## config.mk

```make
export PLATFORM = sky130hd
export DESIGN_NAME = sddac_adder_seq_flat
export DESIGN_NICKNAME = d
export VERILOG_FILES = /design/src/rtl/sddac_adder_seq_if.sv /design/src/rtl/sddac_adder_seq.sv /design/src/flat_wrapper.sv
export SDC_FILE = /design/constraint.sdc
export NUM_CORES = 1
export LEC_CHECK = 0
export BUFFER_PORTS_ARGS = -buffer_cell sky130_fd_sc_hd__buf_2
export CAP_MARGIN = 20
export CORE_MARGIN = 1.5
export CORE_UTILIZATION = 37
export DETAILED_ROUTE_END_ITERATION = 16
export GPL_TIMING_DRIVEN = 0
export PLACE_DENSITY_LB_ADDON = 0.05
export SKIP_LAST_GASP = 1
export SLEW_MARGIN = 20
export SYNTH_ARGS = -nofsm -noshare
export SYNTH_HDL_FRONTEND = slang
export SYNTH_SLANG_ARGS = --single-unit
export TNS_END_PERCENT = 20
```

## constraint.sdc

```tcl
create_clock -name clk -period 2.3 [get_ports clk]
set_input_delay 0.345 -clock clk [delete_from_list [all_inputs] [get_ports clk]]
set_output_delay 0.345 -clock clk [all_outputs]
set_load 0.02 [all_outputs]
```

## src/rtl/sddac_adder_seq_if.sv

```systemverilog
// Sample handshake, modulator outputs and shared-adder bus of the sigma-delta controller.
// master is the controller side; slave is the sample source / adder / DAC side.
interface sddac_adder_seq_if #(
    parameter int unsigned DW = 24
);
    logic          smp_valid;
    logic          smp_ready;
    logic [DW-1:0] smp_l;
    logic [DW-1:0] smp_r;
    logic          dac_l;
    logic          dac_r;
    logic          done;
    logic          adder_reset;
    logic [8:0]    adder_opmode;
    logic [47:0]   adder_dabin;
    logic [47:0]   adder_cin;
    logic [47:0]   adder_pout;

    modport master (
        input  smp_valid, smp_l, smp_r, adder_pout,
        output smp_ready, dac_l, dac_r, done,
        output adder_reset, adder_opmode, adder_dabin, adder_cin
    );

    modport slave (
        output smp_valid, smp_l, smp_r, adder_pout,
        input  smp_ready, dac_l, dac_r, done,
        input  adder_reset, adder_opmode, adder_dabin, adder_cin
    );
endinterface

```

## src/rtl/sddac_adder_seq.sv

```systemverilog
// Two-channel second-order sigma-delta modulator that time-shares one external
// registered 48-bit add/sub unit; one sample pair is processed every 10 cycles.
module sddac_adder_seq #(
    parameter int unsigned        DW = 24,
    parameter logic signed [47:0] FB = 48'sd1 <<< (DW - 1)
) (
    input logic               clk,
    input logic               reset,
    sddac_adder_seq_if.master sd_if
);
    localparam logic [8:0] OpIdle = 9'h000;
    localparam logic [8:0] OpAdd  = 9'h00F;
    localparam logic [8:0] OpSub  = 9'h08F;

    typedef enum logic [0:0] {StIdle, StRun} state_e;

    state_e             state_q, state_d;
    logic [3:0]         step_q, step_d;
    logic signed [47:0] xl_q, xl_d, xr_q, xr_d;
    logic signed [47:0] i1_l_q, i1_l_d, i1_r_q, i1_r_d;
    logic signed [47:0] i2_l_q, i2_l_d, i2_r_q, i2_r_d;
    logic signed [47:0] tl_q, tl_d, tr_q, tr_d;
    logic               dac_l_q, dac_l_d, dac_r_q, dac_r_d;
    logic               done_q, done_d;
    logic               adder_reset_q;
    logic [8:0]         opmode;
    logic [47:0]        cin, dab;

    // A set dac bit means the output was high, so the feedback is subtracted.
    function automatic logic [8:0] fb_op(input logic dac);
        return dac ? OpSub : OpAdd;
    endfunction

    always_ff @(posedge clk or negedge reset) begin
        if (!reset) begin
            state_q       <= StIdle;
            step_q        <= '0;
            xl_q          <= '0;
            xr_q          <= '0;
            i1_l_q        <= '0;
            i1_r_q        <= '0;
            i2_l_q        <= '0;
            i2_r_q        <= '0;
            tl_q          <= '0;
            tr_q          <= '0;
            dac_l_q       <= 1'b0;
            dac_r_q       <= 1'b0;
            done_q        <= 1'b0;
            adder_reset_q <= 1'b1;
        end else begin
            state_q       <= state_d;
            step_q        <= step_d;
            xl_q          <= xl_d;
            xr_q          <= xr_d;
            i1_l_q        <= i1_l_d;
            i1_r_q        <= i1_r_d;
            i2_l_q        <= i2_l_d;
            i2_r_q        <= i2_r_d;
            tl_q          <= tl_d;
            tr_q          <= tr_d;
            dac_l_q       <= dac_l_d;
            dac_r_q       <= dac_r_d;
            done_q        <= done_d;
            adder_reset_q <= 1'b0;
        end
    end

    // Adder operands depend on registered state only; pout carries the previous step's result.
    always_comb begin
        state_d = state_q;
        step_d  = step_q;
        xl_d    = xl_q;
        xr_d    = xr_q;
        i1_l_d  = i1_l_q;
        i1_r_d  = i1_r_q;
        i2_l_d  = i2_l_q;
        i2_r_d  = i2_r_q;
        tl_d    = tl_q;
        tr_d    = tr_q;
        dac_l_d = dac_l_q;
        dac_r_d = dac_r_q;
        done_d  = 1'b0;
        opmode  = OpIdle;
        cin     = '0;
        dab     = '0;

        unique case (state_q)
            StIdle: begin
                if (sd_if.smp_valid) begin
                    xl_d    = {{(48 - DW){sd_if.smp_l[DW-1]}}, sd_if.smp_l};
                    xr_d    = {{(48 - DW){sd_if.smp_r[DW-1]}}, sd_if.smp_r};
                    state_d = StRun;
                    step_d  = '0;
                end
            end
            StRun: begin
                step_d = step_q + 4'd1;
                case (step_q)
                    4'd0: begin
                        opmode = OpAdd;
                        cin    = i1_l_q;
                        dab    = xl_q;
                    end
                    4'd1: begin
                        opmode = OpAdd;
                        cin    = i1_r_q;
                        dab    = xr_q;
                        tl_d   = sd_if.adder_pout;
                    end
                    4'd2: begin
                        opmode = fb_op(dac_l_q);
                        cin    = tl_q;
                        dab    = FB;
                        tr_d   = sd_if.adder_pout;
                    end
                    4'd3: begin
                        opmode = fb_op(dac_r_q);
                        cin    = tr_q;
                        dab    = FB;
                        i1_l_d = sd_if.adder_pout;
                    end
                    4'd4: begin
                        opmode = OpAdd;
                        cin    = i2_l_q;
                        dab    = i1_l_q;
                        i1_r_d = sd_if.adder_pout;
                    end
                    4'd5: begin
                        opmode = OpAdd;
                        cin    = i2_r_q;
                        dab    = i1_r_q;
                        tl_d   = sd_if.adder_pout;
                    end
                    4'd6: begin
                        opmode = fb_op(dac_l_q);
                        cin    = tl_q;
                        dab    = FB;
                        tr_d   = sd_if.adder_pout;
                    end
                    4'd7: begin
                        opmode = fb_op(dac_r_q);
                        cin    = tr_q;
                        dab    = FB;
                        i2_l_d = sd_if.adder_pout;
                    end
                    4'd8: begin
                        i2_r_d  = sd_if.adder_pout;
                        dac_l_d = ~i2_l_q[47];
                        dac_r_d = ~sd_if.adder_pout[47];
                        done_d  = 1'b1;
                        state_d = StIdle;
                        step_d  = '0;
                    end
                    default: begin
                        state_d = StIdle;
                        step_d  = '0;
                    end
                endcase
            end
            default: state_d = StIdle;
        endcase
    end

    assign sd_if.smp_ready    = (state_q == StIdle);
    assign sd_if.dac_l        = dac_l_q;
    assign sd_if.dac_r        = dac_r_q;
    assign sd_if.done         = done_q;
    assign sd_if.adder_reset  = adder_reset_q;
    assign sd_if.adder_opmode = opmode;
    assign sd_if.adder_cin    = cin;
    assign sd_if.adder_dabin  = dab;
endmodule

```

## src/flat_wrapper.sv

```systemverilog
// flat-port wrapper written by rule: the top's interface ports become plain ports
module sddac_adder_seq_flat 
#(
    parameter int unsigned        DW = 24,
    parameter logic signed [47:0] FB = 48'sd1 <<< (DW - 1)
)
  (clk, reset, sd_if_smp_valid, sd_if_smp_l, sd_if_smp_r, sd_if_adder_pout, sd_if_smp_ready, sd_if_dac_l, sd_if_dac_r, sd_if_done, sd_if_adder_reset, sd_if_adder_opmode, sd_if_adder_dabin, sd_if_adder_cin);
  sddac_adder_seq_if #(.DW(DW)) sd_if_i ();
  input logic clk;
  input logic reset;
  input wire logic [$bits(sd_if_i.smp_valid)-1:0] sd_if_smp_valid;
  input wire logic [$bits(sd_if_i.smp_l)-1:0] sd_if_smp_l;
  input wire logic [$bits(sd_if_i.smp_r)-1:0] sd_if_smp_r;
  input wire logic [$bits(sd_if_i.adder_pout)-1:0] sd_if_adder_pout;
  output wire logic [$bits(sd_if_i.smp_ready)-1:0] sd_if_smp_ready;
  output wire logic [$bits(sd_if_i.dac_l)-1:0] sd_if_dac_l;
  output wire logic [$bits(sd_if_i.dac_r)-1:0] sd_if_dac_r;
  output wire logic [$bits(sd_if_i.done)-1:0] sd_if_done;
  output wire logic [$bits(sd_if_i.adder_reset)-1:0] sd_if_adder_reset;
  output wire logic [$bits(sd_if_i.adder_opmode)-1:0] sd_if_adder_opmode;
  output wire logic [$bits(sd_if_i.adder_dabin)-1:0] sd_if_adder_dabin;
  output wire logic [$bits(sd_if_i.adder_cin)-1:0] sd_if_adder_cin;
  assign sd_if_i.smp_valid = sd_if_smp_valid;
  assign sd_if_i.smp_l = sd_if_smp_l;
  assign sd_if_i.smp_r = sd_if_smp_r;
  assign sd_if_i.adder_pout = sd_if_adder_pout;
  assign sd_if_smp_ready = sd_if_i.smp_ready;
  assign sd_if_dac_l = sd_if_i.dac_l;
  assign sd_if_dac_r = sd_if_i.dac_r;
  assign sd_if_done = sd_if_i.done;
  assign sd_if_adder_reset = sd_if_i.adder_reset;
  assign sd_if_adder_opmode = sd_if_i.adder_opmode;
  assign sd_if_adder_dabin = sd_if_i.adder_dabin;
  assign sd_if_adder_cin = sd_if_i.adder_cin;
  sddac_adder_seq #(.DW(DW), .FB(FB)) u_core (.clk(clk), .reset(reset), .sd_if(sd_if_i));
endmodule
```

==> impl_results.md, run 1 <==
- Die H: 213.9 µm
- DRT antenna net count: 0
- WHS Path Cells: 2
- Critical Path Fanout Max: 10
- Reg2reg end: u_core.i2_r_q[10]$_DFFE_PN0P_
- Clk buf depth: 3
- Delay of the slowest critical-path stage: 440 ps
- FFs w/ async S/R, synth: 100.0%
- Worst Path Required: 1960 ps
- Hold Crit Class: input pin to flip-flop
- Seq/Total Area, Yosys: 52.48%
- Clock root cell: clkbuf_16
- CTS tree: yes
- Cell count after synthesis: 1226
- DRC: 0
- CP delay by family, top: buffers and inverters
- CTS Buf Count: 43
- Fill count: 4047
- Final worst-path cycle share: 123.8%
- Yosys reg bits: 345
- Utilization after layout: 48.33%
- Avg Cell Area, Syn: 13.42 µm²
- P_leak: 0.009279 µW
- Final setup margin: -546.5 ps
- Violated checks: negative setup slack
- Core ar.: 0.04403 mm²
- Peak Freq: 0.3513 GHz
- Port buffer count: 204
- Slew HR: 61.77%
- Num ports: 209
- Final nets: 1640
- Worst path bufs/invs: 5
- Final min period: 2846 ps
- Fin. Hold Viols: 0
- Most common cell after layout, fill and taps aside: dfrtp_1
- Outcome: complete, but fails checks
- Post-Route WL: 55180 µm
- Yosys cell types: 48
- Worst path slowest cell: dfrtp_2
- Critical path type: flip-flop to output port
- Total GRT Usage: 24.45%
- CP Launch Type: flip-flop
- R2R depth: 8
- Clock-pin slew on the worst setup and hold paths: 60 ps
- Number of synthesized flops with an enable pin: 0
- Largest net degree at the start of global routing: 92
- Antenna violations before repair: 2
- Area of the mapped netlist: 0.01645 mm²
- Beginning of the worst register-to-register path: u_core.step_q[1]$_DFFE_PN0P_
- Die X: 213.9 µm
- Fin. max-slew vios: 0
- RSZ-0062 raised after global routing: true
- CP Capture Type: output port
- Vias per inst: 5.430
- RePlAce Congestion: 0.7774
- Row cnt: 77
- Most frequent cells in the layout: dfrtp_1 (342), mux2_2 (309), buf_2 (195)
- Worst hold path endpoint: u_core.xr_q[9]$_DFFE_PN0P_
- First-pass GRT wire length: 81000 µm
- Max_cap viols: 0
- Final setup TNS: -49540 ps
- Placed cells: 2030
- DR iter-0 viols: 710
- Worst-margin pin slew: 570.9 ps
- Final setup violating endpoints: 102
- Crit path top cell by count: buf_6
- Clock sinks: 345
- Clk_lat worst skew: 560 ps
- Via Count: 11740
- WP data arrival: 2500 ps
- Top_reg_cell synth: dfrtp_1
- PD cells: 1799 mW/mm²
- Share of cells above drive strength 1: 52.42%
- IR Drop Worst-Case VDD: 0.8264 mV
- YS warnings: 0
- P&R area growth vs syn: 29.31%
- Die footprint: 0.04575 mm²
- # H-tree levels: 2
- Initial cell density of the core: 37.37%
- Total gr overflow: 0
- Fin cells: 2161
- CP cell instances: inv_2, ha_4, buf_6, a22oi_1, or3_1, buf_6, buf_8, a21oi_2, buf_4
- Vias in the first global route: 12010
- Routed WL per cell: 25.53 µm
- Layout Skew: 8.878 ps
- Drt first pass iters: 6
- Reg2Reg Setup Slack: -10 ps
- Hold Startpoint: sd_if_smp_r[9]
- Hpwl dp: 36500 µm
-- worst max path at each step --
stage	startpoint	end	slack, ps	depth (start not counted)
2_1_floorplan	u_core.step_q[0]$_DFFE_PN0P_	sd_if_adder_opmode[1]	40	10
3_3_place_gp	reset	u_core.xr_q[18]$_DFFE_PN0P_	-6350	1
3_5_place_dp	u_core.step_q[1]$_DFFE_PN0P_	sd_if_adder_cin[23]	-990	8
4_1_cts	u_core.step_q[0]$_DFFE_PN0P_	sd_if_adder_dabin[16]	-560	10
5_1_grt	u_core.step_q[0]$_DFFE_PN0P_	sd_if_adder_dabin[37]	-620	9
6_report	u_core.step_q[1]$_DFFE_PN0P_	sd_if_adder_dabin[37]	-550	9
-- logic make-up after synthesis --
kind of cell	after synthesis	share of synthesized area (%)
adder cells (fa/ha/maj)	4	0.3042
flip-flops	345	52.48
buffers and inverters	120	4.296
multiplexers	414	28.89
AND/OR/NAND/NOR	81	2.464
AO/OA/AOI/OAI	261	11.55
other	1	0.02279
-- flip-flops by register name, summed over array words and instances (netlist names) --
signal                    count
u_core.xl_q                  24
u_core.i1_l_q                48
u_core.sd_if.done             1
u_core.sd_if.dac_r            1
u_core.state_q                1
u_core.i1_r_q                48
u_core.i2_r_q                48
u_core.i2_l_q                48
u_core.tl_q                  48
u_core.sd_if.dac_l            1
u_core.tr_q                  48
u_core.xr_q                  24
u_core.sd_if.adder_reset      1
u_core.step_q                 4
-- cell usage after synthesis, types with 2 or more instances --
cell type / count / area [µm²]
dfrtp_1: 344 / 8608
mux2_2: 309 / 3480
a22oi_1: 80 / 600.6
a21oi_1: 62 / 310.3
buf_2: 52 / 260.3
mux2i_1: 47 / 470.5
mux2_4: 40 / 600.6
nand2_1: 31 / 116.4
a21o_1: 28 / 210.2
a221oi_1: 27 / 236.5
buf_4: 25 / 187.7
nor2_1: 25 / 93.84
clkbuf_1: 24 / 90.09
o22a_1: 23 / 201.4
a222oi_1: 21 / 210.2
mux2_1: 18 / 202.7
buf_6: 13 / 146.4
a31oi_1: 10 / 62.56
ha_1: 4 / 50.05
inv_1: 4 / 15.01
o21ai_0: 4 / 20.02
nand3_1: 3 / 15.01
and3b_1: 2 / 17.52
nand2_2: 2 / 12.51
nand2b_1: 2 / 12.51
nand2b_2: 2 / 17.52
nand3b_1: 2 / 15.01
nor2b_1: 2 / 12.51
-- layer usage --
metal | share of wire (%) | track usage (%) | wire (µm)
met1 | 46 | 33.68 | 25120
met3 | 4.5 | 3.705 | 2464
met2 | 48 | 39.64 | 26260
met5 | 0.013 | 0 | 7
met4 | 2.4 | 7.674 | 1326
-- report_power, final --
part / internal (µW) / total [µW] / switching [µW]
sequential: 9230 / 11100 / 1920
clock: 4250 / 6920 / 2670
combinational: 9350 / 20200 / 10900
total: 22800 / 38300 / 15500
-- per-stage QoR --
stage / cell area, µm² / total power [µW] / worst slack, ps / hold WS (ps)
final: 21280 / 38280 / -546.5 / 24.38
after global routing: 21280 / 40350 / -618.3 / 13.91
after CTS: 21040 / 38010 / -564.3 / 2.816
after detailed placement: 18360 / 28740 / -988.0 / 219.4
after global placement: 18240 / 28470 / -6353 / 469.6
after floorplan: 16470 / 22470 / 38.21 / 49.41
-- layout make-up --
cell class | count | area [µm²] | share of cell area, %
inverter | 5 | 26.28 | 0.1235
multi-input combinational | 765 | 7597 | 35.71
sequential | 345 | 8637 | 40.59
antenna | 1 | 2.502 | 0.01176
buffer | 110 | 944.7 | 4.440
clock inverter | 2 | 35.03 | 0.1646
timing repair buffer | 267 | 1879 | 8.832
tap | 592 | 740.7 | 3.481
clock buffer | 74 | 1415 | 6.651
-- worst register-to-register path: stages (launching register included) --
cell and delay (ps):
dfrtp_2 440, inv_2 120, ha_4 180, buf_8 120, buf_6 120, buf_4 110
nand4b_2 320, buf_2 400, mux2_1 370
-- timing repair --
item	CTS	global route
hold endpoints to repair	66	0
hold buffers	42	0
pin swaps	7	9
setup endpoints to repair	130	126
resized for setup	209	44
setup buffers	9	7
gates cloned	0	1
No activity file was read; power rests on OpenSTA's default activity.
==> run 2: changes to the inputs <==
--- a/config.mk
+++ b/config.mk
@@ -12,7 +12,6 @@
 export DETAILED_ROUTE_END_ITERATION = 16
 export GPL_TIMING_DRIVEN = 0
 export PLACE_DENSITY_LB_ADDON = 0.05
-export SKIP_LAST_GASP = 1
 export SLEW_MARGIN = 20
 export SYNTH_ARGS = -nofsm -noshare
 export SYNTH_HDL_FRONTEND = slang
==> run 2 against run 1 <==
Effect of this change:
- the flow still finishes with violations (negative setup slack)
- first-iteration DRC count decreased by 7.6%
- total power grew 1.9%
- final cell count is essentially flat
- clock power about the same
- non-clock buffer count shrank 2
- largest cell class unchanged
- largest power group unchanged
==> impl_results.md, run 2 (synthesis results as in run 1) <==
- Vias per inst: 5.457 (was 5.430)
- CP Launch Type: flip-flop (unchanged)
- Post-Route WL: 55380 µm (was 55180 µm)
- Slew HR: 66.60% (was 61.77%)
- Port buffer count: 204 (unchanged)
- Initial cell density of the core: 37.37% (unchanged)
- CTS Buf Count: 43 (unchanged)
- Final setup margin: -569.2 ps (was -546.5 ps)
- Die footprint: 0.04575 mm² (unchanged)
- Clock root cell: clkbuf_16 (unchanged)
- Reg2Reg Setup Slack: 120 ps (was -10 ps)
- Worst hold path endpoint: u_core.xr_q[9]$_DFFE_PN0P_ (unchanged)
- Drt first pass iters: 8 (was 6)
- Beginning of the worst register-to-register path: u_core.step_q[0]$_DFFE_PN0P_ (was u_core.step_q[1]$_DFFE_PN0P_)
- Final hold slack: 26.74 ps (was 24.38 ps)
- Final worst-path cycle share: 124.7% (was 123.8%)
- Sequential fraction of design power: 28.8% (was 29.1%)
- Most common cell after layout, fill and taps aside: dfrtp_1 (unchanged)
- Pint: 23280 µW (was 22830 µW)
- CP Capture Type: output port (unchanged)
- Reg2reg end: u_core.i2_r_q[10]$_DFFE_PN0P_ (unchanged)
- Violated checks: negative setup slack (unchanged)
- Clock-pin slew on the worst setup and hold paths: 60 ps (about the same)
- Gate power share: 53.5% (was 52.8%)
- Clk_lat worst skew: 560 ps (about the same)
- WP data arrival: 2520 ps (was 2500 ps)
- Hpwl dp: 36500 µm (unchanged)
- Net Sw Power: 15730 µW (was 15460 µW)
- # H-tree levels: 2 (unchanged)
- Layout Skew: 8.028 ps (was 8.878 ps)
- Worst Path Required: 1960 ps (about the same)
- Vias in the first global route: 12040 (was 12010)
- Antenna violations before repair: 2 (unchanged)
- Row cnt: 77 (unchanged)
- Hold Crit Class: input pin to flip-flop (unchanged)
- Die X: 213.9 µm (unchanged)
- WHS Path Cells: 2 (unchanged)
- Worst path slowest cell: dfrtp_2 (unchanged)
- DR iter-0 viols: 656 (was 710)
- Net Sw Frac: 40.32% (was 40.37%)
- Die H: 213.9 µm (unchanged)
- Cell area after layout: 0.02159 mm² (was 0.02128 mm²)
- Worst-margin pin slew: 501.0 ps (was 570.9 ps)
- RSZ-0062 raised after global routing: true (unchanged)
- IR Drop Worst-Case VDD: 0.8275 mV (was 0.8264 mV)
- Critical Path Fanout Max: 8 (was 10)
- Critical path type: flip-flop to output port (unchanged)
- PD cells: 1807 mW/mm² (was 1799 mW/mm²)
- Clock sinks: 345 (unchanged)
- Fin. max-slew vios: 0 (unchanged)
- CP delay by family, top: compound AO/OA/AOI/OAI gates (was buffers and inverters)
- Outcome: complete, but fails checks (unchanged)
- Most frequent cells in the layout: dfrtp_1 (342), mux2_2 (309), buf_2 (181) (was dfrtp_1 (342), mux2_2 (309), buf_2 (195))
- Max_cap viols: 0 (unchanged)
- P&R area growth vs syn: 31.21% (was 29.31%)
- Final nets: 1638 (was 1640)
- Area taken by multi-input logic gates: 0.007770 mm² (was 0.007597 mm²)
- Largest net degree at the start of global routing: 92 (unchanged)
- R2R depth: 7 (was 8)
- Core ar.: 0.04403 mm² (unchanged)
- Routed WL per cell: 25.65 µm (was 25.53 µm)
- Placed cell area: 0.01836 mm² (unchanged)
- Share of cells above drive strength 1: 54.28% (was 52.42%)
- P_leak: 0.009334 µW (was 0.009279 µW)
- Fin. Hold Viols: 0 (unchanged)
- CP cell instances: inv_4, ha_4, buf_8, buf_12, nand2b_4, a2bb2oi_4, a2111oi_4, buf_4 (was inv_2, ha_4, buf_6, a22oi_1, or3_1, buf_6, buf_8, a21oi_2, buf_4)
- Peak Freq: 0.3485 GHz (was 0.3513 GHz)
- Total gr overflow: 0 (unchanged)
- Num ports: 209 (unchanged)
- Clk buf depth: 3 (unchanged)
- Register area: 0.008637 mm² (unchanged)
- Delay of the slowest critical-path stage: 460 ps (was 440 ps)
- Final setup violating endpoints: 101 (was 102)
- Total GRT Usage: 24.48% (was 24.45%)
- RePlAce Congestion: 0.7774 (unchanged)
- Via Count: 11780 (was 11740)
- CTS tree: yes (unchanged)
- Critical Path Start: u_core.step_q[0]$_DFFE_PN0P_ (was u_core.step_q[1]$_DFFE_PN0P_)
- First-pass GRT wire length: 81080 µm (was 81000 µm)
- Fill count: 4016 (was 4047)
- DRT antenna net count: 0 (unchanged)
- Clock power share: 17.7% (was 18.1%)
- Worst path bufs/invs: 4 (was 5)
- Hold Startpoint: sd_if_smp_r[9] (unchanged)
- Final min period: 2869 ps (was 2846 ps)
- DRC: 0 (unchanged)
## run 2: routing by layer
layer | vias to the layer above | routed length [µm] | GRT usage, %
met5 | - | 7 | 0
met4 | 2 | 1561 | 8.062
met3 | 82 | 2260 | 3.749
met2 | 295 | 26140 | 39.57
met1 | 6175 | 25410 | 33.64
li1 | 5227 | - | -
## run 2: through the flow
stage	std cells	util (%)	worst slack [ps]	power (µW)	TNS (ps)
6_report	2159	49.04	-569.2	39010	-48110
3_5_place_dp	2030	41.69	-988.0	28740	-51190
2_1_floorplan	1230	-	38.21	22470	0
5_1_grt	2158	49.03	-618.9	41060	-55710
4_1_cts	2154	48.06	-564.3	38290	-50780
3_3_place_gp	2026	41.42	-6353	28470	-2227440
## run 2: worst max-delay path by stage
stage	to	slack, ps	depth (start not counted)
after floorplan	sd_if_adder_opmode[1]	40	10
after global placement	u_core.xr_q[18]$_DFFE_PN0P_	-6350	1
after detailed placement	sd_if_adder_cin[23]	-990	8
after CTS	sd_if_adder_dabin[16]	-560	10
after global routing	sd_if_adder_cin[46]	-620	8
final	sd_if_adder_cin[46]	-570	8
## run 2: power by group through the flow
stage	clock network [µW]	logic (µW)	registers, µW
after floorplan	0	11900	10500
after global placement	0	17400	11100
after detailed placement	0	17600	11200
after CTS	7110	20100	11100
after global routing	7340	22100	11600
final	6920	20900	11200
## run 2: area by class of cell
cell class	instances	share of cell area [%]
Buffer	109	4.613
Sequential cell	345	40.00
Tap cell	592	3.431
Clock inverter	2	0.1623
Timing Repair Buffer	266	9.116
Inverter	5	0.1217
Antenna cell	1	0.01159
Multi-Input combinational cell	765	35.99
Clock buffer	74	6.554
## run 2: repair_timing
action / in CTS / in global routing
hold buffers: 42 / 0
hold endpoints to repair: 66 / 0
setup buffers: 9 / 6
gates resized for setup: 239 / 87
gates cloned: 0 / 1
endpoints found under the setup margin: 130 / 101
pin swaps: 8 / 15
## run 2: worst reg2reg max path, stage by stage, from the launching register on
cell and delay (ps):
dfrtp_2 460, inv_4 100, ha_4 160, buf_8 140, buf_4 120, nand4b_2 320
buf_2 390, mux2_1 370
==> run 3: changes to the inputs <==
--- a/config.mk
+++ b/config.mk
@@ -7,13 +7,13 @@
 export LEC_CHECK = 0
 export BUFFER_PORTS_ARGS = -buffer_cell sky130_fd_sc_hd__buf_2
 export CAP_MARGIN = 20
-export CORE_MARGIN = 1.5
 export CORE_UTILIZATION = 37
 export DETAILED_ROUTE_END_ITERATION = 16
 export GPL_TIMING_DRIVEN = 0
 export PLACE_DENSITY_LB_ADDON = 0.05
+export SKIP_CTS_REPAIR_TIMING = 1
 export SLEW_MARGIN = 20
 export SYNTH_ARGS = -nofsm -noshare
 export SYNTH_HDL_FRONTEND = slang
 export SYNTH_SLANG_ARGS = --single-unit
-export TNS_END_PERCENT = 20
+export TNS_END_PERCENT = 5
==> run 3 against run 2 <==
Effect of this change:
- the run ends with negative hold slack, negative setup slack left
- critical path depth is 3 higher
- die area fell by 0.93%
- highest routed layer unchanged
- design area is 3.5% lower
- setup slack worse by 15 ps
- routed wire length shrank 1.6%
- first-iteration DRC count increased by 20%
==> impl_results.md, run 3 (synthesis results as in run 1) <==
- Delay of the slowest critical-path stage: 450 ps (was 460 ps)
- P&R area growth vs syn: 26.68% (was 31.21%)
- Clk buf depth: 3 (unchanged)
- Fin. Hold Viols: 1 (was 0)
- Peak Freq: 0.3467 GHz (was 0.3485 GHz)
- Reg2Reg Setup Slack: 120 ps (about the same)
- Vias in the first global route: 11960 (was 12040)
- Final hold slack: -7.252 ps (was 26.74 ps)
- CP cell instances: inv_4, ha_4, buf_6, nor4_4, nand2b_4, buf_12, buf_12, buf_12, inv_4, buf_4, buf_6 (was inv_4, ha_4, buf_8, buf_12, nand2b_4, a2bb2oi_4, a2111oi_4, buf_4)
- Final setup margin: -584.6 ps (was -569.2 ps)
- Worst path slowest cell: dfrtp_2 (unchanged)
- P_leak: 0.009135 µW (was 0.009334 µW)
- CTS tree: yes (unchanged)
- Vias per inst: 5.460 (was 5.457)
- Via Count: 11580 (was 11780)
- Clk_lat worst skew: 570 ps (was 560 ps)
- Worst-margin pin slew: 517.6 ps (was 501.0 ps)
- IR Drop Worst-Case VDD: 0.8536 mV (was 0.8275 mV)
- Worst path bufs/invs: 8 (was 4)
- Layout Skew: 18.21 ps (was 8.028 ps)
- Worst hold path endpoint: u_core.step_q[1]$_DFFE_PN0P_ (was u_core.xr_q[9]$_DFFE_PN0P_)
- Total GRT Usage: 24.20% (was 24.48%)
- Die footprint: 0.04532 mm² (was 0.04575 mm²)
- Row cnt: 76 (was 77)
- Critical path type: flip-flop to output port (unchanged)
- Hpwl dp: 36390 µm (was 36500 µm)
- Worst Path Required: 1960 ps (about the same)
- Core ar.: 0.04346 mm² (was 0.04403 mm²)
- Num ports: 209 (unchanged)
- CTS Buf Count: 42 (was 43)
- Beginning of the worst register-to-register path: u_core.step_q[0]$_DFFE_PN0P_ (unchanged)
- Post-Route WL: 54480 µm (was 55380 µm)
- Total gr overflow: 0 (unchanged)
- Clock root cell: clkbuf_16 (unchanged)
- Final setup TNS: -53210 ps (was -48110 ps)
- Crit path top cell by count: buf_12
- Final min period: 2885 ps (was 2869 ps)
- PD cells: 1825 mW/mm² (was 1807 mW/mm²)
- Hold Crit Class: input pin to flip-flop (unchanged)
- Utilization after layout: 47.97% (was 49.04%)
- WHS Path Cells: 2 (unchanged)
- Port buffer count: 204 (unchanged)
- Initial cell density of the core: 37.86% (was 37.37%)
- Clock sinks: 345 (unchanged)
- Final nets: 1604 (was 1638)
- Slew HR: 65.49% (was 66.60%)
- DRC: 0 (unchanged)
- DR iter-0 viols: 785 (was 656)
- Final worst-path cycle share: 125.4% (was 124.7%)
- Most frequent cells in the layout: dfrtp_1 (342), mux2_2 (309), buf_2 (193) (was dfrtp_1 (342), mux2_2 (309), buf_2 (181))
- Antenna violations before repair: 3 (was 2)
- Hold Startpoint: sd_if_smp_valid (was sd_if_smp_r[9])
- CP Capture Type: output port (unchanged)
- Clock-pin slew on the worst setup and hold paths: 60 ps (about the same)
- R2R depth: 6 (was 7)
- CP Launch Type: flip-flop (unchanged)
- # H-tree levels: 2 (unchanged)
- Violated checks: negative hold slack, negative setup slack (was negative setup slack)
- Critical Path Fanout Max: 8 (unchanged)
- Largest net degree at the start of global routing: 93 (was 92)
- Most common cell after layout, fill and taps aside: dfrtp_1 (unchanged)
- WP data arrival: 2540 ps (was 2520 ps)
- Die X: 212.9 µm (was 213.9 µm)
- Fin. max-slew vios: 0 (unchanged)
- Reg2reg end: u_core.i1_l_q[43]$_DFFE_PN0P_ (was u_core.i2_r_q[10]$_DFFE_PN0P_)
- Die H: 212.9 µm (was 213.9 µm)
- Final setup violating endpoints: 101 (unchanged)
- Max_cap viols: 0 (unchanged)
- Routed WL per cell: 25.70 µm (was 25.65 µm)
- Outcome: complete, but fails checks (unchanged)
- Share of cells above drive strength 1: 54.40% (was 54.28%)
- DRT antenna net count: 0 (unchanged)
- CP delay by family, top: buffers and inverters (was compound AO/OA/AOI/OAI gates)
- RePlAce Congestion: 0.7936 (was 0.7774)
- First-pass GRT wire length: 79630 µm (was 81080 µm)
- Drt first pass iters: 6 (was 8)
- RSZ-0062 raised after global routing: true (unchanged)
==> run 3: cell types whose count changed in the layout (fill, tap and decap cells not counted), sizes merged <==
| cell | before | now |
|---|---|---|
| buf | 316 | 324 |
| bufinv | 1 | 2 |
| clkbuf | 91 | 76 |
| clkinv | 1 | 12 |
| clkinvlp | 0 | 1 |
| diode | 1 | 2 |
| dlygate4sd3 | 42 | 2 |
| inv | 5 | 6 |
==> run 3: where the power goes <==
| group | switching (µW) | internal, µW | total (µW) | leakage, µW |
|---|---|---|---|---|
| Combinational | 10700 | 9430 | 20100 | 0.00438 |
| Clock | 2690 | 4090 | 6770 | 0.000714 |
| Sequential | 1970 | 9220 | 11200 | 0.00404 |
==> run 3: cell type report <==
class	instances	area [µm²]
Timing Repair Buffer	229	1525
Sequential cell	345	8637
Clock inverter	16	136.4
Tap cell	585	732.0
Clock buffer	60	1280
Antenna cell	2	5.005
Inverter	5	26.28
Fill cell	3987	22610
Buffer	113	985.9
Multi-Input combinational cell	765	7517
==> run 3: worst max-delay path by stage <==
stage | slack (ps) | cells past startpoint | from | end
after floorplan | 40 | 10 | u_core.step_q[0]$_DFFE_PN0P_ | sd_if_adder_opmode[1]
after global placement | -6350 | 1 | reset | u_core.xr_q[18]$_DFFE_PN0P_
after global routing | -650 | 10 | u_core.step_q[0]$_DFFE_PN0P_ | sd_if_adder_dabin[37]
final | -580 | 11 | u_core.step_q[0]$_DFFE_PN0P_ | sd_if_adder_opmode[1]
after CTS | -1600 | 8 | u_core.step_q[1]$_DFFE_PN0P_ | sd_if_adder_cin[23]
after detailed placement | -970 | 8 | u_core.step_q[1]$_DFFE_PN0P_ | sd_if_adder_cin[3]
==> run 3: per-stage QoR <==
step                instance area, µm²  instances  power [µW]  setup slack, ps  hold WS, ps
finish                           20850       2120       38040           -584.6       -7.252
global route                     20840       2119       40080           -645.4       0.7181
CTS                              19760       2099       35610            -1602       -378.7
detailed placement               18350       2023       28700           -968.3        238.7
global placement                 18230       2019       28410            -6346        467.4
floorplan                        16470       1230       22470            38.21        49.41
==> run 3: per-layer routing <==
metal	vias up	part of all wire [%]	global-route usage (%)
met5	-	0.015	0
met2	317	48	38.57
met3	78	4.9	4.133
li1	5161	-	-
met4	2	2.4	7.864
met1	6018	45	33.33
